[config.mk]
export PLATFORM = sky130hd
export DESIGN_NAME = intr_priority_core
export DESIGN_NICKNAME = d
export VERILOG_FILES = /design/src/rtl/intr_priority_core.sv
export SDC_FILE = /design/constraint.sdc
export NUM_CORES = 1
export LEC_CHECK = 0
export BUFFER_PORTS_ARGS = -buffer_cell sky130_fd_sc_hd__buf_2
export CORE_ASPECT_RATIO = 1.2
export CORE_UTILIZATION = 48
export DETAILED_ROUTE_END_ITERATION = 16
export PLACE_DENSITY = 0.75
export SYNTH_ARGS = -nofsm -noshare
export SYNTH_HDL_FRONTEND = slang
export SYNTH_SLANG_ARGS = --single-unit
[constraint.sdc]
create_clock -name i_clk -period 2.4 [get_ports i_clk]
set_input_delay 0.12 -clock i_clk [delete_from_list [all_inputs] [get_ports i_clk]]
set_output_delay 0.12 -clock i_clk [all_outputs]
set_load 0.05 [all_outputs]
[src/rtl/intr_priority_core.sv]
// Priority interrupt controller: IRR/ISR/IMR registers, two-INTA acknowledge FSM, EOI/AEOI.
// Optional rotating priority is compiled in when INTR_ROTATE_EN is defined.
module intr_priority_core #(
    parameter int N_IRQ = 8,
    parameter int ID_W  = $clog2(N_IRQ)
) (
    input  logic              i_clk,
    input  logic              i_rst,
    input  logic [N_IRQ-1:0]  i_irq,
    input  logic              i_level,
    input  logic              i_imr_we,
    input  logic [N_IRQ-1:0]  i_imr_data,
    input  logic              i_aeoi,
    input  logic              i_eoi,
    input  logic              i_rotate,
    input  logic              i_inta_n,
    output logic              o_int,
    output logic [ID_W-1:0]   o_vector_id,
    output logic              o_vector_valid,
    output logic              o_spurious,
    output logic [N_IRQ-1:0]  o_irr,
    output logic [N_IRQ-1:0]  o_isr,
    output logic [N_IRQ-1:0]  o_imr,
    output logic [1:0]        o_inta_count
);

    typedef enum logic [1:0] {S_IDLE, S_ACK1, S_ACK2} state_t;

    state_t             r_state;
    logic [N_IRQ-1:0]   r_irq_q, r_irr, r_isr, r_imr;
    logic               r_inta_q, r_int, r_vector_valid, r_spurious, r_win_valid;
    logic [ID_W-1:0]    r_winner, r_vector_id;
    logic [1:0]         r_inta_count;

    logic [ID_W-1:0]    w_base;
    logic [N_IRQ-1:0]   w_req, w_isr_post, w_isr_next, w_irr_clr;
    logic [2*ID_W:0]    w_isr_pick, w_post_pick, w_req_pick;
    logic               w_isr_any, w_post_any, w_req_any, w_grant;
    logic [ID_W-1:0]    w_isr_id, w_req_id, w_post_rank, w_req_rank;
    logic               w_inta_fall, w_ack1, w_ack2, w_eoi_hit, w_aeoi_hit;
    logic [2*ID_W-1:0]  w_unused_pick;

    // Returns {found, rank, index} of the highest-priority set bit, rank 0 = index w_base.
    function automatic logic [2*ID_W:0] f_pick(input logic [N_IRQ-1:0] vec,
                                                input logic [ID_W-1:0]  base);
        logic [2*ID_W:0] res;
        logic [ID_W:0]   sum;
        res = '0;
        for (int k = N_IRQ - 1; k >= 0; k--) begin
            sum = {1'b0, base} + (ID_W+1)'(k);
            if (sum >= (ID_W+1)'(N_IRQ))
                sum = sum - (ID_W+1)'(N_IRQ);
            if (vec[sum[ID_W-1:0]])
                res = {1'b1, ID_W'(k), sum[ID_W-1:0]};
        end
        return res;
    endfunction

    assign w_req       = r_irr & ~r_imr;
    assign w_isr_pick  = f_pick(r_isr, w_base);
    assign w_isr_any   = w_isr_pick[2*ID_W];
    assign w_isr_id    = w_isr_pick[ID_W-1:0];
    assign w_eoi_hit   = i_eoi & w_isr_any;
    // EOI lands before any same-cycle acknowledge resolution.
    assign w_isr_post  = w_eoi_hit ? (r_isr & ~(N_IRQ'(1) << w_isr_id)) : r_isr;
    assign w_post_pick = f_pick(w_isr_post, w_base);
    assign w_post_any  = w_post_pick[2*ID_W];
    assign w_post_rank = w_post_pick[2*ID_W-1:ID_W];
    assign w_req_pick  = f_pick(w_req, w_base);
    assign w_req_any   = w_req_pick[2*ID_W];
    assign w_req_rank  = w_req_pick[2*ID_W-1:ID_W];
    assign w_req_id    = w_req_pick[ID_W-1:0];
    assign w_grant     = w_req_any & (~w_post_any | (w_req_rank < w_post_rank));
    assign w_unused_pick = {w_isr_pick[2*ID_W-1:ID_W], w_post_pick[ID_W-1:0]};

    assign w_inta_fall = r_inta_q & ~i_inta_n;
    assign w_ack1      = (r_state == S_IDLE) & w_inta_fall;
    assign w_ack2      = (r_state == S_ACK1) & w_inta_fall;
    assign w_aeoi_hit  = w_ack2 & i_aeoi & r_win_valid;
    assign w_irr_clr   = (w_ack1 & w_grant) ? (N_IRQ'(1) << w_req_id) : '0;

    always_comb begin
        w_isr_next = w_isr_post;
        if (w_ack1 && w_grant)
            w_isr_next = w_isr_next | (N_IRQ'(1) << w_req_id);
        if (w_aeoi_hit)
            w_isr_next = w_isr_next & ~(N_IRQ'(1) << r_winner);
    end

`ifdef INTR_ROTATE_EN
    logic [ID_W-1:0] r_base;

    function automatic logic [ID_W-1:0] f_next(input logic [ID_W-1:0] id);
        return (id == ID_W'(N_IRQ - 1)) ? '0 : id + 1'b1;
    endfunction

    always_ff @(posedge i_clk or posedge i_rst) begin
        if (i_rst)
            r_base <= '0;
        else if (i_rotate && w_aeoi_hit)
            r_base <= f_next(r_winner);
        else if (i_rotate && w_eoi_hit)
            r_base <= f_next(w_isr_id);
    end
    assign w_base = r_base;
`else
    logic w_unused_rotate;
    assign w_unused_rotate = i_rotate;
    assign w_base = '0;
`endif

    always_ff @(posedge i_clk or posedge i_rst) begin
        if (i_rst) begin
            r_irq_q <= '0;
            r_irr   <= '0;
            r_imr   <= '1;
        end else begin
            r_irq_q <= i_irq;
            if (i_imr_we)
                r_imr <= i_imr_data;
            if (i_level)
                r_irr <= i_irq;
            else
                r_irr <= (r_irr & ~w_irr_clr) | (i_irq & ~r_irq_q);
        end
    end

    always_ff @(posedge i_clk or posedge i_rst) begin
        if (i_rst) begin
            r_state        <= S_IDLE;
            r_isr          <= '0;
            r_int          <= 1'b0;
            r_vector_id    <= '0;
            r_vector_valid <= 1'b0;
            r_spurious     <= 1'b0;
            r_inta_count   <= 2'd0;
            r_winner       <= '0;
            r_win_valid    <= 1'b0;
            r_inta_q       <= 1'b1;
        end else begin
            r_inta_q       <= i_inta_n;
            r_isr          <= w_isr_next;
            r_vector_valid <= 1'b0;
            r_spurious     <= 1'b0;
            case (r_state)
                S_IDLE: begin
                    if (w_inta_fall) begin
                        r_state      <= S_ACK1;
                        r_winner     <= w_req_id;
                        r_win_valid  <= w_grant;
                        r_int        <= 1'b0;
                        r_inta_count <= 2'd1;
                    end else begin
                        r_int        <= w_grant;
                        r_inta_count <= 2'd0;
                    end
                end
                S_ACK1: begin
                    r_int <= 1'b0;
                    if (w_inta_fall) begin
                        r_state        <= S_ACK2;
                        r_vector_id    <= r_win_valid ? r_winner : ID_W'(N_IRQ - 1);
                        r_vector_valid <= 1'b1;
                        r_spurious     <= ~r_win_valid;
                        r_inta_count   <= 2'd2;
                    end
                end
                default: begin
                    r_state      <= S_IDLE;
                    r_int        <= 1'b0;
                    r_inta_count <= 2'd0;
                end
            endcase
        end
    end

    assign o_int          = r_int;
    assign o_vector_id    = r_vector_id;
    assign o_vector_valid = r_vector_valid;
    assign o_spurious     = r_spurious;
    assign o_irr          = r_irr;
    assign o_isr          = r_isr;
    assign o_imr          = r_imr;
    assign o_inta_count   = r_inta_count;

endmodule

* Word level (Yosys, flattened, before mapping)
Cells that the tools add are included.
Storage, ports and cells: logic and storage cells 90, flip-flop bits (word level) 47, bits of input ports 24, output and inout port bits 32
Cells by class: magnitude comparators 1, shifts and indexed selects 3, reduce and logical (&&, ||, !) cells 5, muxes and demuxes 41, bitwise gates (word level) 24, equality and inequality tests 3
Operators with widths (number):
- $mux W7 | 24
- $and A8 B8 Y8 | 5
- $mux W8 | 5
- $not A8 Y8 | 5
- $shl A1 B3 Y8 const A | 3
- $or A8 B8 Y8 | 2
- $and A1 B1 Y1 | 8
- $pmux W2 S2 | 2
- $mux W1 | 7
- $reduce_and A2 Y1 | 3
- $mux W2 | 2
- $ne A2 B2 Y1 const B | 2
- $lt A3 B3 Y1 | 1
- $mux W3 | 1
- $not A1 Y1 | 3
- $eq A2 B1 Y1 const B | 1
- $logic_not A2 Y1 | 1
- $logic_and A1 B1 Y1 | 1
- $or A1 B1 Y1 | 1

* Logic depth before layout (Yosys ltp)
Gate-level depths: netlist of run 1.
depth in word-level cells 29, depth in mapped cells 12, gate-level depth less buffers 12

* Least setup slack after synthesis of run 1
Ideal clock, no wire load.
kind flip-flop to flip-flop, from register r_isr[2] (netlist: o_isr[2]), to register r_irr[5] (netlist: o_irr[5]), clock period less this slack 2.669 ns, data required time 2.278 ns, path slack -0.269 ns, cell stages (with the launch flop) 13, setup time 0.122 ns, path buffers 0, data arrival time 2.548 ns, path through dfrtp_1 > nor4b_4 > nand2b_2 > o21ai_0 > o21ai_0 > o22ai_1 > nand3_1 > ha_1 > o21ai_0 > nand2b_1 > nand2_1 > nand4_1 > a32o_1
On the way: word-level cells in the longest chain between the ends 24, elaborated cells between the ends (all ways) 26, classes of those cells order compare (1); shift (1); mux (14); bitwise (10)
RTL lines:
- from (decl) | line 30 | logic [N_IRQ-1:0] r_irq_q, r_irr, r_isr, r_imr;
- from (signal assigned) | line 142 | r_isr <= w_isr_next;
- $mux W7 (3 in a row) | line 53 | if (vec[sum[ID_W-1:0]])
- $shl A1 B3 Y8 | line 65 | assign w_isr_post = w_eoi_hit ? (r_isr & ~(N_IRQ'(1) << w_isr_id)) : r_isr;
- $not A8 Y8 | line 65
- $and A8 B8 Y8 | line 65
- $mux W8 (*) | line 65
- $mux W7 (7 in a row) | line 53
- $mux W7 (*) | line 53
- $lt A3 B3 Y1 / $not A1 Y1 (equally long branches) | line 73 | assign w_grant = w_req_any & (~w_post_any | (w_req_rank < w_post_rank));
- $or A1 B1 Y1 (*) | line 73
- $and A1 B1 Y1 (*) | line 73
- $and A1 B1 Y1 (*) | line 80 | assign w_irr_clr = (w_ack1 & w_grant) ? (N_IRQ'(1) << w_req_id) : '0;
- $mux W8 (*) | line 80
- $not A8 Y8 (*) | line 124 | r_irr <= (r_irr & ~w_irr_clr) | (i_irq & ~r_irq_q);
- $and A8 B8 Y8 (*) | line 124
- $or A8 B8 Y8 (*) | line 124
- $mux W8 (*) | line 121 | if (i_level)
- to (signal assigned) | line 122 | r_irr <= i_irq;
- to (signal assigned) | line 124
- to (decl) | line 30
Every way passes the cells marked *; elsewhere a longest branch is shown, timed or not. A chain may end at the register's enable or synchronous reset.

* Final worst setup path of run 1
from register r_isr[2] (netlist: o_isr[2]), to register r_irr[7] (netlist: o_irr[7])
Same word-level chain as after synthesis.

==> results of run 1 <==
-- repair_timing --
item	in CTS	in global routing
pin swaps	8	3
buffers inserted	10	2
hold endpoints to repair	47	0
resized for setup	7	8
hold buffers	10	0
endpoints found under the setup margin	18	18
-- power groups by stage --
stage | logic (uW) | clock network [uW] | registers [uW]
CTS | 1110 | 598 | 1060
global route | 1240 | 619 | 1080
detailed placement | 1010 | 0 | 1080
finish | 1150 | 586 | 1060
floorplan | 434 | 0 | 1360
global placement | 993 | 0 | 1070
-- cells in the mapped netlist (2+ instances only) --
library cell,number
sky130_fd_sc_hd__a21oi_1,19
sky130_fd_sc_hd__ha_1,2
sky130_fd_sc_hd__nand2_1,27
sky130_fd_sc_hd__dfrtp_1,38
sky130_fd_sc_hd__nor2_1,15
sky130_fd_sc_hd__a32o_1,3
sky130_fd_sc_hd__o22ai_1,2
sky130_fd_sc_hd__or3_1,3
sky130_fd_sc_hd__a31oi_1,4
sky130_fd_sc_hd__o31ai_2,2
sky130_fd_sc_hd__nand4_1,4
sky130_fd_sc_hd__and2_1,3
sky130_fd_sc_hd__nand3_1,4
sky130_fd_sc_hd__nor4bb_1,2
sky130_fd_sc_hd__o21a_1,2
sky130_fd_sc_hd__nor3_1,6
sky130_fd_sc_hd__and4b_1,2
sky130_fd_sc_hd__a21o_1,2
sky130_fd_sc_hd__a21boi_0,6
sky130_fd_sc_hd__inv_1,8
sky130_fd_sc_hd__dfstp_2,9
sky130_fd_sc_hd__nand2b_1,10
sky130_fd_sc_hd__clkbuf_1,3
sky130_fd_sc_hd__nor2b_1,9
sky130_fd_sc_hd__o21ai_0,13
sky130_fd_sc_hd__mux2_2,8
-- cell usage in the layout (no fill, tap or decap), drive strengths merged, types with 2 or more instances in the layout --
cell type / Yosys / final
nand3: 4 / 4
mux2: 8 / 8
clkbuf: 3 / 5
dfstp: 9 / 9
nor3: 6 / 6
o21ai: 14 / 14
a32o: 3 / 3
nand2b: 12 / 12
and2: 3 / 3
buf: 1 / 84
and4b: 2 / 2
a31oi: 4 / 4
a21o: 2 / 2
nor2b: 9 / 9
dlygate4sd3: 0 / 10
nor4bb: 2 / 2
o22ai: 2 / 2
nand2: 27 / 27
or3: 3 / 3
nor2: 15 / 15
inv: 8 / 9
o21a: 2 / 2
o31ai: 2 / 2
ha: 2 / 2
dfrtp: 38 / 38
a21oi: 20 / 20
a21boi: 6 / 6
nand4: 4 / 4
-- how the worst max path moves through the flow --
stage / to / startpoint / depth (start not counted)
finish: o_irr[7] / o_isr[2] / 11
global route: o_isr[7] / o_isr[2] / 12
CTS: o_irr[7] / o_isr[2] / 12
detailed placement: o_irr[7] / o_isr[0] / 11
global placement: o_irr[7] / o_isr[0] / 10
floorplan: o_irr[5] / o_isr[0] / 12
-- metrics by stage --
step           TNS (ns)  cell area (um^2)  total power [uW]  utilization (%)
2_1_floorplan   -0.2482              2386              1795                -
3_3_place_gp    -0.1313              2848              2061            61.08
3_5_place_dp     -1.758              2848              2090            61.08
4_1_cts          -1.135              3163              2765            67.85
5_1_grt          -5.289              3211              2936            68.87
6_report         -2.057              3211              2799            68.87
-- cell type report --
class | instances | area [um^2]
Tap cell | 58 | 72.57
Multi-Input combinational cell | 173 | 1201
Clock buffer | 5 | 68.82
Sequential cell | 47 | 1192
Timing Repair Buffer | 94 | 599.3
Fill cell | 367 | 1451
Inverter | 8 | 30.03
Clock inverter | 3 | 46.29
-- cells by family (layout without fill, tap and decap cells) --
| logic type | Yosys count | in the layout | synth area share [%] |
|---|---|---|---|
| XOR/XNOR | 1 | 1 | 0.3697 |
| AO/OA/AOI/OAI | 70 | 70 | 21.28 |
| multiplexers | 8 | 8 | 3.802 |
| adder cells (fa/ha/maj) | 3 | 3 | 1.478 |
| flip-flops | 47 | 47 | 50.11 |
| buffers and inverters | 12 | 110 | 1.953 |
| AND/OR/NAND/NOR | 91 | 91 | 21.01 |
-- flip-flops by register name (all words and copies together), names as in the netlist --
name            flops
r_inta_q            1
r_winner            3
o_spurious          1
o_int               1
o_inta_count        2
o_isr               8
o_imr               8
o_vector_id         3
r_win_valid         1
r_state             2
o_irr               8
r_irq_q             8
o_vector_valid      1
-- worst register-to-register path, stage by stage, from the launching register on --
cell and delay, ns:
sky130_fd_sc_hd__dfrtp_2 0.43, sky130_fd_sc_hd__nor4b_4 0.41, sky130_fd_sc_hd__and2b_1 0.23, sky130_fd_sc_hd__buf_6 0.11
sky130_fd_sc_hd__o21ai_1 0.06, sky130_fd_sc_hd__o21ai_1 0.14, sky130_fd_sc_hd__ha_1 0.31, sky130_fd_sc_hd__a21oi_4 0.16
sky130_fd_sc_hd__nand3_2 0.09, sky130_fd_sc_hd__a21oi_2 0.15, sky130_fd_sc_hd__a21o_1 0.24, sky130_fd_sc_hd__a31oi_1 0.11
-- routing by layer --
metal  vias up  global-route usage, %
li1       1040                      -
met1      1020                  28.42
met2        57                  44.08
met3         9                  3.736
met4         0                  8.936
met5         -                      0
==> results list, run 1 <==
* Failing checks: setup timing
* Final setup fails: 18
- Entering global routing, the biggest net connects 48 pins.
- Flop and latch count out of synthesis: 47
- The max-slew violation total from the final report is 0.
- Min-delay worst type: in -> reg
- The share of total power dissipated in sequential elements is 38.0%.
- Net switching is 40.07% of the power.
- Dividing total power by cell area gives a power density of 871.9 nW/um^2.
- Worst Path Buf+Inv: 1
* Worst-Skew Late Latency: approximately 0.30 ns
- Warnings, synthesis: 0
- The number of hold violations in the final report came to 0.
- In the detailed route, the total length drawn on met3 is around 210 um.
- In this run the tightest slew margin relative to its limit is 62.23%.
- After detailed placement, the design holds a cell count of approximately 360.
* Time the worst path needs with I/O delays and setup: 2.567 ns
- Top layer reached by signal wires: met4
- The number of clock buffers added by TritonCTS is 5.
- Cells traversed along the worst timing path: nor4b_4 > and2b_1 > buf_6 > o21ai_1 > o21ai_1 > ha_1 > a21oi_4 > nand3_2 > a21oi_2 > a21o_1 > a31oi_1
- Startpoint of the most critical hold path: i_imr_data[6]
- Across the run, the number of max-cap violations was 0.
- Post-CTS clock slew at the launch and capture registers of the worst setup and hold paths: 0.09 ns
* WL final: 5830 um
- In this run the vertical extent of the chip is roughly 79 um.
* Ratio of routed vias to standard cells: 5.479
* Overflow left after global routing: 0
* RSZ-0062 raised after global routing: yes
* Final RePlAce weighted congestion: 0.8777
- On the worst path, the slowest cell contributes a delay of 0.43 ns.
- Mapped Nets: about 260
- Synthesis produced a netlist whose cell count is 232.
* Global Route Usage Sum: around 24%
* Count of TritonRoute iterations in the first routing pass: 4
- Per report_power, the clock group accounts for 20.9% of the total.
* Max Root-Sink Buffers: 2
- Total core area: about 4700 um^2
- Peak ir drop on the vdd network: 0.0007132 V
- Detailed routing placed a total of roughly 3100 um of wire on met2.
- Max FO, Critical Path: 5
- Worst Tran Pin Value: 0.5665 ns
- Clock tree from TritonCTS: built
- The analysis attributes to net switching a power of ~1100 uW.
- For the worst flop-to-flop path, the logic depth is 11.
- The via count of the first global-routing pass is 2123.
- Most area-consuming cells after synthesis: sky130_fd_sc_hd__dfrtp_1 (40%), sky130_fd_sc_hd__dfstp_2 (10%), sky130_fd_sc_hd__nand2_1 (4.3%)
- Number of buffers added on ports: 54
- Crit-path most repeated cell: sky130_fd_sc_hd__o21ai_1
- The floorplan step set the die width to between 60 and 70 um.
- Of all cell types, the one taking the most synthesized area is sky130_fd_sc_hd__dfrtp_1.
- The run finished, with violations left.
- For this design the top-level I/O count stands at 56.
- Clock skew on the completed layout was measured at 0.003759 ns.
- Cell Area, Synth: 2370 um^2
- Master of the slowest instance on the critical path: sky130_fd_sc_hd__dfrtp_2
* Synth top area share: 40.13%
* Hold EP: o_imr[6]
- STA puts the critical path data required time at ~2.6 ns.
- Derived from the worst setup path, the maximum achievable clock frequency is just under 0.4 GHz.
- For this block, the initial DRC count from the detailed router was 67.
* Number of antenna violations at the first check in global routing: 0
- Critical setup path kind: reg -> reg
- Synth async-reset ratio: 100.0%
- Kind of start point of the critical path: register
- Worst hold path cell count: 2
- # diodes: 0
- Global-route wire length before repair: 9563 um
* Final routed wire length divided by cell count: 15.03 um
* Final standard cell count with taps included and fillers excluded: 388
- Leakage power of the design: between 0.001 and 0.0015 uW
* Final worst path period share: 107.0%
- The worst setup path is captured at a register.
- The internal portion of the total power is 1677 uW.
- The clock drives 47 sinks.
- Layout-stage area growth over the synthesis result: 35.48%
- Initial core utilization: between 50% and 60%
- Grouping stages by cell kind, the critical path spends the most delay in compound AO/OA/AOI/OAI gates.
- CTS built an H-tree with a depth of 2.
- In the final layout, the share of cells above drive strength 1 is a little over two fifths.
- The die covers 5223 um^2.
* Sequential area share after synthesis: 50.11%
* Worst slack after detailed placement: -0.1789 ns
- Min setup slack post-route: -0.1670 ns
- Post-detailed-route count of antenna-violating nets: 0
* Combinational share of power: 41.1%
- The final layout contains 355 nets.
- Post-synth top flop: sky130_fd_sc_hd__dfrtp_1
- Data arrives at the worst endpoint at 2.74 ns.
* Synthesized area divided by synthesized cell count: 10.21 um^2
- In this run the register-to-register setup slack is -0.17 ns.
- R2R Path End: o_irr[7]
- Summing over every cut layer, the via total after detailed routing is 2126.
* Number of remaining DRC errors: 0
- Number of distinct library cells after synthesis: 52
- The floorplan has 27 rows.
- Crit Reg-Reg Startpoint: o_isr[2]
- Total half-perimeter wirelength after legalization and detailed placement: 4153 um
- Buffer type at the clock tree root: sky130_fd_sc_hd__clkbuf_8
* Routed metal-1 wire length: around 2400 um
- Worst hold slack after final layout: 0.04442 ns
- Counting flops with a built-in enable in the synthesized netlist gives 0.
Note: power is estimated with default switching activity, not from simulation.
==> inputs of run 2 (changes only) <==
--- a/config.mk
+++ b/config.mk
@@ -7,9 +7,10 @@
 export LEC_CHECK = 0
 export BUFFER_PORTS_ARGS = -buffer_cell sky130_fd_sc_hd__buf_2
 export CORE_ASPECT_RATIO = 1.2
-export CORE_UTILIZATION = 48
+export CORE_UTILIZATION = 50
 export DETAILED_ROUTE_END_ITERATION = 16
 export PLACE_DENSITY = 0.75
+export SETUP_SLACK_MARGIN = 0.5
 export SYNTH_ARGS = -nofsm -noshare
 export SYNTH_HDL_FRONTEND = slang
 export SYNTH_SLANG_ARGS = --single-unit
==> constraint.sdc (replaced) <==
create_clock -name i_clk -period 2.8 [get_ports i_clk]
set_input_delay 0.14 -clock i_clk [delete_from_list [all_inputs] [get_ports i_clk]]
set_output_delay 0.14 -clock i_clk [all_outputs]
set_load 0.05 [all_outputs]
==> results list, run 2 (synthesis gave the netlist of run 1 again) <==
- The maximum VDD drop is 0.0004696 V (-34%).
- Die span in y: 77.42 um (-2.0%)
- The DRC violation total after the first TritonRoute iteration came to 99 (+48%).
* Global-route wire length before repair: 9294 um (-2.8%)
* Ratio of routed vias to standard cells: 5.509 (+0.55%)
- Row count: 27 (unchanged)
- The clock latency on the worst-skew pair came to 0.31 ns (about the same).
* R2R Path End: o_isr[6]
- CTS Buf Count: 5 (unchanged)
- WL final: 5626 um (-3.5%)
* Element type at the critical path end: register
* Clock tree from TritonCTS: built
- Fraction of final layout cells sized beyond drive strength 1: 40.75% (-1.1 points)
- Final worst path period share: 92.05% (-15 points)
- Buffer type at the clock tree root: sky130_fd_sc_hd__clkbuf_8
- The number of hold violations in the final report was 0 (unchanged).
* Crit Reg-Reg Startpoint: o_isr[0]
* Final standard cell count with taps included and fillers excluded: 377 (-2.8%)
- The slew at the pin with the worst max-slew slack is 0.9381 ns (+0.3716 ns).
- Cells traversed along the worst timing path: buf_4 > nand2b_4 > a2111oi_2 > o21ai_0 > ha_1 > a21oi_2 > nand3_1 > a21oi_2 > a21oi_2 > o31ai_2
* Worst Path Buf+Inv: 1 (unchanged)
* Most common cell after layout, fill and taps aside: sky130_fd_sc_hd__buf_2
- Global Route Usage Sum: 24.40% (+0.084 points)
* Die outline width: 64.85 um (-2.0%)
- Leakage power of the design: 0.001412 uW (-3.8%)
* Routed via count: 2077 (-2.3%)
- The run finished with clean final reports.
* Worst Clk Skew: 0.006960 ns (+0.003200 ns)
- Most used cells in the layout excluding fill and tap cells: sky130_fd_sc_hd__buf_2 (54), sky130_fd_sc_hd__dfrtp_1 (34), sky130_fd_sc_hd__nand2_1 (25)
- Sw Ratio: 39.79% (-0.28 points)
- Max Root-Sink Buffers: 2 (unchanged)
- The fraction of power consumed by combinational cells was 39.3% (-1.8 points).
- Area of the die: 5020 um^2 (-3.9%)
* Final RePlAce weighted congestion: 0.9421 (+7.3%)
- Required time at the endpoint of the critical path: 3.02 ns (+0.45 ns)
- The pin count of the biggest net entering global routing was 48 (unchanged).
* Max FO, Critical Path: 5 (unchanged)
- Power density over the cells: 760.5 nW/um^2 (-13%)
- The instance area after placement came to 2728 um^2 (-4.2%).
- Post-placement cell count: 342 (-4.5%)
- The final critical delay including setup and external delays was 2.578 ns (+0.01048 ns).
* RSZ-0062 raised after global routing: yes
- Layout-stage area growth over the synthesis result: 31.73%
* Design internal power: 1429 uW (-15%)
- The count of port buffers added during placement is 54 (unchanged).
- Worst hold slack after final layout: 0.03961 ns (-0.004806 ns)
- Post-CTS clock slew at the launch and capture registers of the worst setup and hold paths: 0.09 ns (about the same)
* Final setup fails: 0 (-18)
- Switching power summed over all nets: 944.7 uW (-16%)
* Count of nets after finishing: 344 (-3.1%)
- The critical path is of the reg -> reg type.
- Clock power frac: 22.3% (+1.4 points)
- Overflow left after global routing: 0 (unchanged)
* Number of remaining DRC errors: 0 (unchanged)
- CTS H-tree lvls: 2 (unchanged)
* # diodes: 0 (unchanged)
* Final routed wire length divided by cell count: 14.92 um (-0.68%)
- The longest individual stage delay on the worst path is 0.44 ns (about the same).
* Power consumption: 2374 uW (-15%)
- Master of the slowest instance on the critical path: sky130_fd_sc_hd__dfrtp_2
- The worst hold path belongs to the class in -> async.
* Number of antenna violations at the first check in global routing: 0 (unchanged)
* I/O pin count: 56 (unchanged)
- The number of max-cap violations came to 0 (unchanged).
- The first-pass iteration count of the detailed router is 5 (+1).
- The placeable core region was 4561 um^2 (-2.2%).
* Headroom to the max-slew limit: 37.37% (-25 points)
* Total half-perimeter wirelength after legalization and detailed placement: 3829 um (-7.8%)
- The data arrival time of the worst path was 2.80 ns (+0.06 ns).
* Max Clock Freq: 0.3880 GHz (-0.41%)
* Register share of total power: 38.5% (+0.5 points)
- The design area came to 3122 um^2 (-2.8%).
- The via count of the first global-routing pass is 2048 (-3.5%).
- The kind of cell with the highest combined delay along the critical path is compound AO/OA/AOI/OAI gates.
- The number of cells traversed by the worst register-to-register path is 10 (-1).
- The max-slew violation total from the final report was 0 (unchanged).
* Kind of start point of the critical path: register
* Crit-path most repeated cell: sky130_fd_sc_hd__a21oi_2
- The setup slack of the worst register-to-register path is 0.22 ns (+0.39 ns).
- Initial core utilization: 51.96% (+1.1 points)
- Clock sinks: 47 (unchanged)
- Post-detailed-route count of antenna-violating nets: 0 (unchanged)
## run 2: changes by cell type in the layout (fill, tap and decap cells not counted), sizes merged
cell         before  now
dlygate4sd3      10    9
buf              84   74
clkbuf            5    6
clkinvlp          1    0
## run 2: routing by layer
layer | share of wire, % | track usage (%) | wire length (um) | up-vias
met2 | 51 | 40.42 | 2862 | 52
met4 | 3.0 | 12.22 | 168 | 0
met1 | 42 | 29.80 | 2384 | 996
li1 | - | - | - | 1013
met3 | 3.7 | 4.853 | 210 | 16
met5 | 0 | 0 | 0 | -
## run 2: worst max path at each step
stage                   from  depth (start not counted)  endpoint  slack [ns]
finish              o_isr[0]                         10  o_isr[6]        0.22
global route        o_isr[0]                         12  o_isr[2]       -0.01
CTS                 o_isr[0]                         12  o_irr[7]        0.28
detailed placement  o_isr[1]                         12  o_irr[5]        0.22
global placement    o_isr[1]                         12  o_irr[5]        0.24
floorplan           o_isr[0]                         12  o_irr[5]        0.33
## run 2: cell type report
type                            instances  area, um^2
Fill cell                             375        1439
Multi-Input combinational cell        173        1195
Sequential cell                        47        1192
Timing Repair Buffer                   83       510.5
Clock buffer                            6       82.58
Tap cell                               58       72.57
Clock inverter                          2       38.79
Inverter                                8       30.03
## run 2: power groups by stage
stage	Combinational, uW	Sequential (uW)	Clock, uW
3_3_place_gp	797	920	0
4_1_cts	901	911	533
3_5_place_dp	806	926	0
2_1_floorplan	372	1170	0
6_report	932	913	529
5_1_grt	1010	930	558
## run 2: what timing repair did
item / in CTS / in global routing
resized for setup: 8 / 6
endpoints found under the setup margin: 18 / 18
setup buffers: 15 / 3
pin swaps: 8 / 3
hold endpoints to repair: 9 / 0
hold buffers: 9 / 0
## run 2: worst reg2reg max path, cell delays in order, from the launching register on
cell and delay [ns]:
sky130_fd_sc_hd__dfrtp_2 0.44, sky130_fd_sc_hd__buf_4 0.14, sky130_fd_sc_hd__nand2b_4 0.15, sky130_fd_sc_hd__a2111oi_2 0.40
sky130_fd_sc_hd__o21ai_0 0.18, sky130_fd_sc_hd__ha_1 0.35, sky130_fd_sc_hd__a21oi_2 0.17, sky130_fd_sc_hd__nand3_1 0.11
sky130_fd_sc_hd__a21oi_2 0.19, sky130_fd_sc_hd__a21oi_2 0.13, sky130_fd_sc_hd__o31ai_2 0.22
## run 2: metrics by stage
stage	worst slack (ns)	util, %	TNS, ns
after floorplan	0.3320	-	0
after global placement	0.2388	59.81	0
after detailed placement	0.2244	59.81	0
after CTS	0.2834	67.46	0
after global routing	-0.01197	68.45	-0.01197
final	0.2225	68.45	0
==> inputs of run 3 (changes only) <==
--- a/config.mk
+++ b/config.mk
@@ -6,7 +6,6 @@
 export NUM_CORES = 1
 export LEC_CHECK = 0
 export BUFFER_PORTS_ARGS = -buffer_cell sky130_fd_sc_hd__buf_2
-export CORE_ASPECT_RATIO = 1.2
 export CORE_UTILIZATION = 50
 export DETAILED_ROUTE_END_ITERATION = 16
 export PLACE_DENSITY = 0.75
==> results list, run 3 (synthesis gave the netlist of run 1 again) <==
- Outcome: finished clean
* Final standard cell count with taps included and fillers excluded: 359 (-4.8%)
* Global Route Usage Sum: 22.47% (-1.9 points)
- The number of inserted filler cells in the final layout was 353 (-5.9%).
- Register share of total power: 41.9% (+3.4 points)
* Most common cell after layout, fill and taps aside: sky130_fd_sc_hd__buf_2
- Count of nets after finishing: 332 (-3.5%)
* Post-detailed-route count of antenna-violating nets: 0 (unchanged)
* Combinational share of power: 39.5% (+0.2 points)
- The detail-routed via count per cell came to 5.671 (+2.9%).
* Post-placement cell count: 336 (-1.8%)
- The routability congestion estimate was 0.9367 (-0.57%).
- The die span in x is 70.85 um (+9.3%).
* Number of buffers added on ports: 54 (unchanged)
* Final worst path period share: 92.97% (+0.91 points)
- The wire length per cell was 15.04 um (+0.81%).
- The smallest hold slack was 0.03760 ns (-0.002006 ns).
- The highest clock rate is 0.3842 GHz (-0.98%).
- Worst Clk Skew: 0.004249 ns (-0.002711 ns)
* Design internal power: 1262 uW (-12%)
- Sum of negative setup slack: 0 ns (unchanged)
- Sw Ratio: 42.27% (+2.5 points)
- RSZ-0062 raised after global routing: yes
* WL final: 5401 um (-4.0%)
- Number of max-slew violations in the final report: 0 (unchanged)
- Number of antenna violations at the first check in global routing: 0 (unchanged)
* Clock power frac: 18.6% (-3.7 points)
- The number of CTS-inserted buffers is 5 (unchanged).
* Overflow left after global routing: 0 (unchanged)
- Number of global-route vias before repair: 1920 (-6.3%)
- Required time at the endpoint of the critical path: 2.97 ns (-0.05 ns)
* Post-layout utilization of the core: 66.89% (-1.6 points)
* Peak ir drop on the vdd network: 0.0004058 V (-14%)
- The worst setup path is captured at a register.
- The effective utilization at floorplan is 53.32% (+1.4 points).
* Time the worst path needs with I/O delays and setup: 2.603 ns (+0.02555 ns)
* Drt first-iter violations: 95 (-4.0%)
- The total via count after detailed routing came to 2036 (-2.0%).
* Most used cells in the layout excluding fill and tap cells: sky130_fd_sc_hd__buf_2 (54), sky130_fd_sc_hd__dfrtp_1 (34), sky130_fd_sc_hd__nand2_1 (25)
- The worst setup slack before clock tree synthesis was 0.1859 ns (-0.03855 ns).
* Min-delay worst type: in -> async
* Leakage power of the design: 0.001345 uW (-4.8%)
- The remaining design rule violation count is 0 (unchanged).
- The switching power came to 923.9 uW (-2.2%).
- The share of final-layout standard cells stronger than drive strength 1 is 37.46% (-3.3 points).
- Max Root-Sink Buffers: 2 (unchanged)
- The antenna diode instance count is 0 (unchanged).
- The clock-pin slew reported for the worst setup and hold paths after clock tree synthesis came to 0.09 ns (about the same).
- The worst-path maximum fanout was 5 (unchanged).
- Min setup slack post-route: 0.1969 ns (-0.02555 ns)
* Count of max-cap constraint violations: 0 (unchanged)
- Layout-stage area growth over the synthesis result: 25.45%
- Kind of start point of the critical path: register
- Count of TritonRoute iterations in the first routing pass: 6 (+1)
- Pin count of the biggest net entering global routing: 48 (unchanged)
- Worst Path Arrival: 2.78 ns (-0.02 ns)
- I/O pin count: 56 (unchanged)
* Number of hold-slack violations in the final timing report: 0 (unchanged)
- Reg area: 1192 um^2 (unchanged)
- Die span in y: 70.85 um (-8.5%)
- TritonCTS built the clock tree.
- Worst-Skew Late Latency: 0.30 ns (about the same)
- CTS H-tree lvls: 2 (unchanged)
* Critical setup path kind: reg -> reg
- The area of the die came to 5019 um^2 (about the same).
- The tree is rooted in a sky130_fd_sc_hd__clkbuf_8.
- The area of combinational cells with multiple inputs is 1177 um^2 (-1.5%).
* Power density over the cells: 735.2 nW/um^2 (-3.3%)
* Worst Tran Pin Value: 0.9297 ns (-0.008305 ns)
- The final number of setup-violating endpoints was 0 (unchanged).
- Total core area: 4444 um^2 (-2.6%)
* Row count: 24 (-11%)
- Global-route wire length before repair: 8714 um (-6.2%)
- Headroom to the max-slew limit: 37.93% (+0.55 points)
* Total half-perimeter wirelength after legalization and detailed placement: 3917 um (+2.3%)
- The number of sinks driven by the clock tree came to 47 (unchanged).
## run 3: power by group through the flow
stage	logic [uW]	registers, uW	clock network (uW)
2_1_floorplan	372	1170	0
3_3_place_gp	795	923	0
3_5_place_dp	809	927	0
4_1_cts	853	914	413
5_1_grt	925	933	441
6_report	863	915	407
## run 3: metrics by stage
| stage | instance area, um^2 | total power [uW] |
|---|---|---|
| 6_report | 2973 | 2186 |
| 5_1_grt | 2973 | 2299 |
| 4_1_cts | 2953 | 2180 |
| 3_5_place_dp | 2720 | 1737 |
| 3_3_place_gp | 2720 | 1717 |
| 2_1_floorplan | 2386 | 1539 |
## run 3: worst paths after layout
| path | from | endpoint | slack (ns) | cells after the start |
|---|---|---|---|---|
| setup / recovery | o_isr[0] | o_irr[7] | 0.20 | 12 |
| hold / removal | i_rst | r_state[0] | 0.04 | 2 |
| setup reg to reg | o_isr[0] | o_irr[7] | 0.20 | 12 |
| hold reg to reg | o_inta_count[0] | o_inta_count[0] | 0.51 | 1 |
| max in group asynchronous | i_rst | o_isr[5] | 2.13 | 2 |
| min in group i_clk | i_imr_data[5] | o_imr[5] | 0.06 | 2 |
## run 3: critical path: stages (launching register included)
cell	delay, ns
sky130_fd_sc_hd__dfrtp_2	0.45
sky130_fd_sc_hd__nor4b_4	0.39
sky130_fd_sc_hd__nand2b_4	0.10
sky130_fd_sc_hd__o21ai_2	0.14
sky130_fd_sc_hd__o21ai_1	0.07
sky130_fd_sc_hd__o22ai_1	0.16
sky130_fd_sc_hd__nand3_1	0.11
sky130_fd_sc_hd__ha_1	0.31
sky130_fd_sc_hd__o21ai_2	0.12
sky130_fd_sc_hd__nand2b_1	0.11
sky130_fd_sc_hd__a21oi_2	0.18
sky130_fd_sc_hd__a21o_1	0.22
sky130_fd_sc_hd__a31oi_1	0.11
## run 3: repair_timing
item                       in CTS  in global routing
hold buffers                    9                  0
setup endpoints to repair      18                 18
hold endpoints to repair        9                  0
gates resized for setup         5                  5
pin swaps                       6                  4
buffers inserted                5                  1
## run 3: per-layer routing
layer,share of wire [%],wire [um],global-route usage (%)
met1,45,2439,29.04
met2,50,2675,37.93
met3,3.4,183,4.274
met4,1.9,103,8.222
met5,0,0,0
## run 3: cell type report
cell class	count	share of cell area, %
tap	52	2.189
clock buffer	5	2.315
inverter	8	1.010
timing repair buffer	71	14.14
sequential	47	40.11
clock inverter	3	0.6313
multi-input combinational	173	39.60
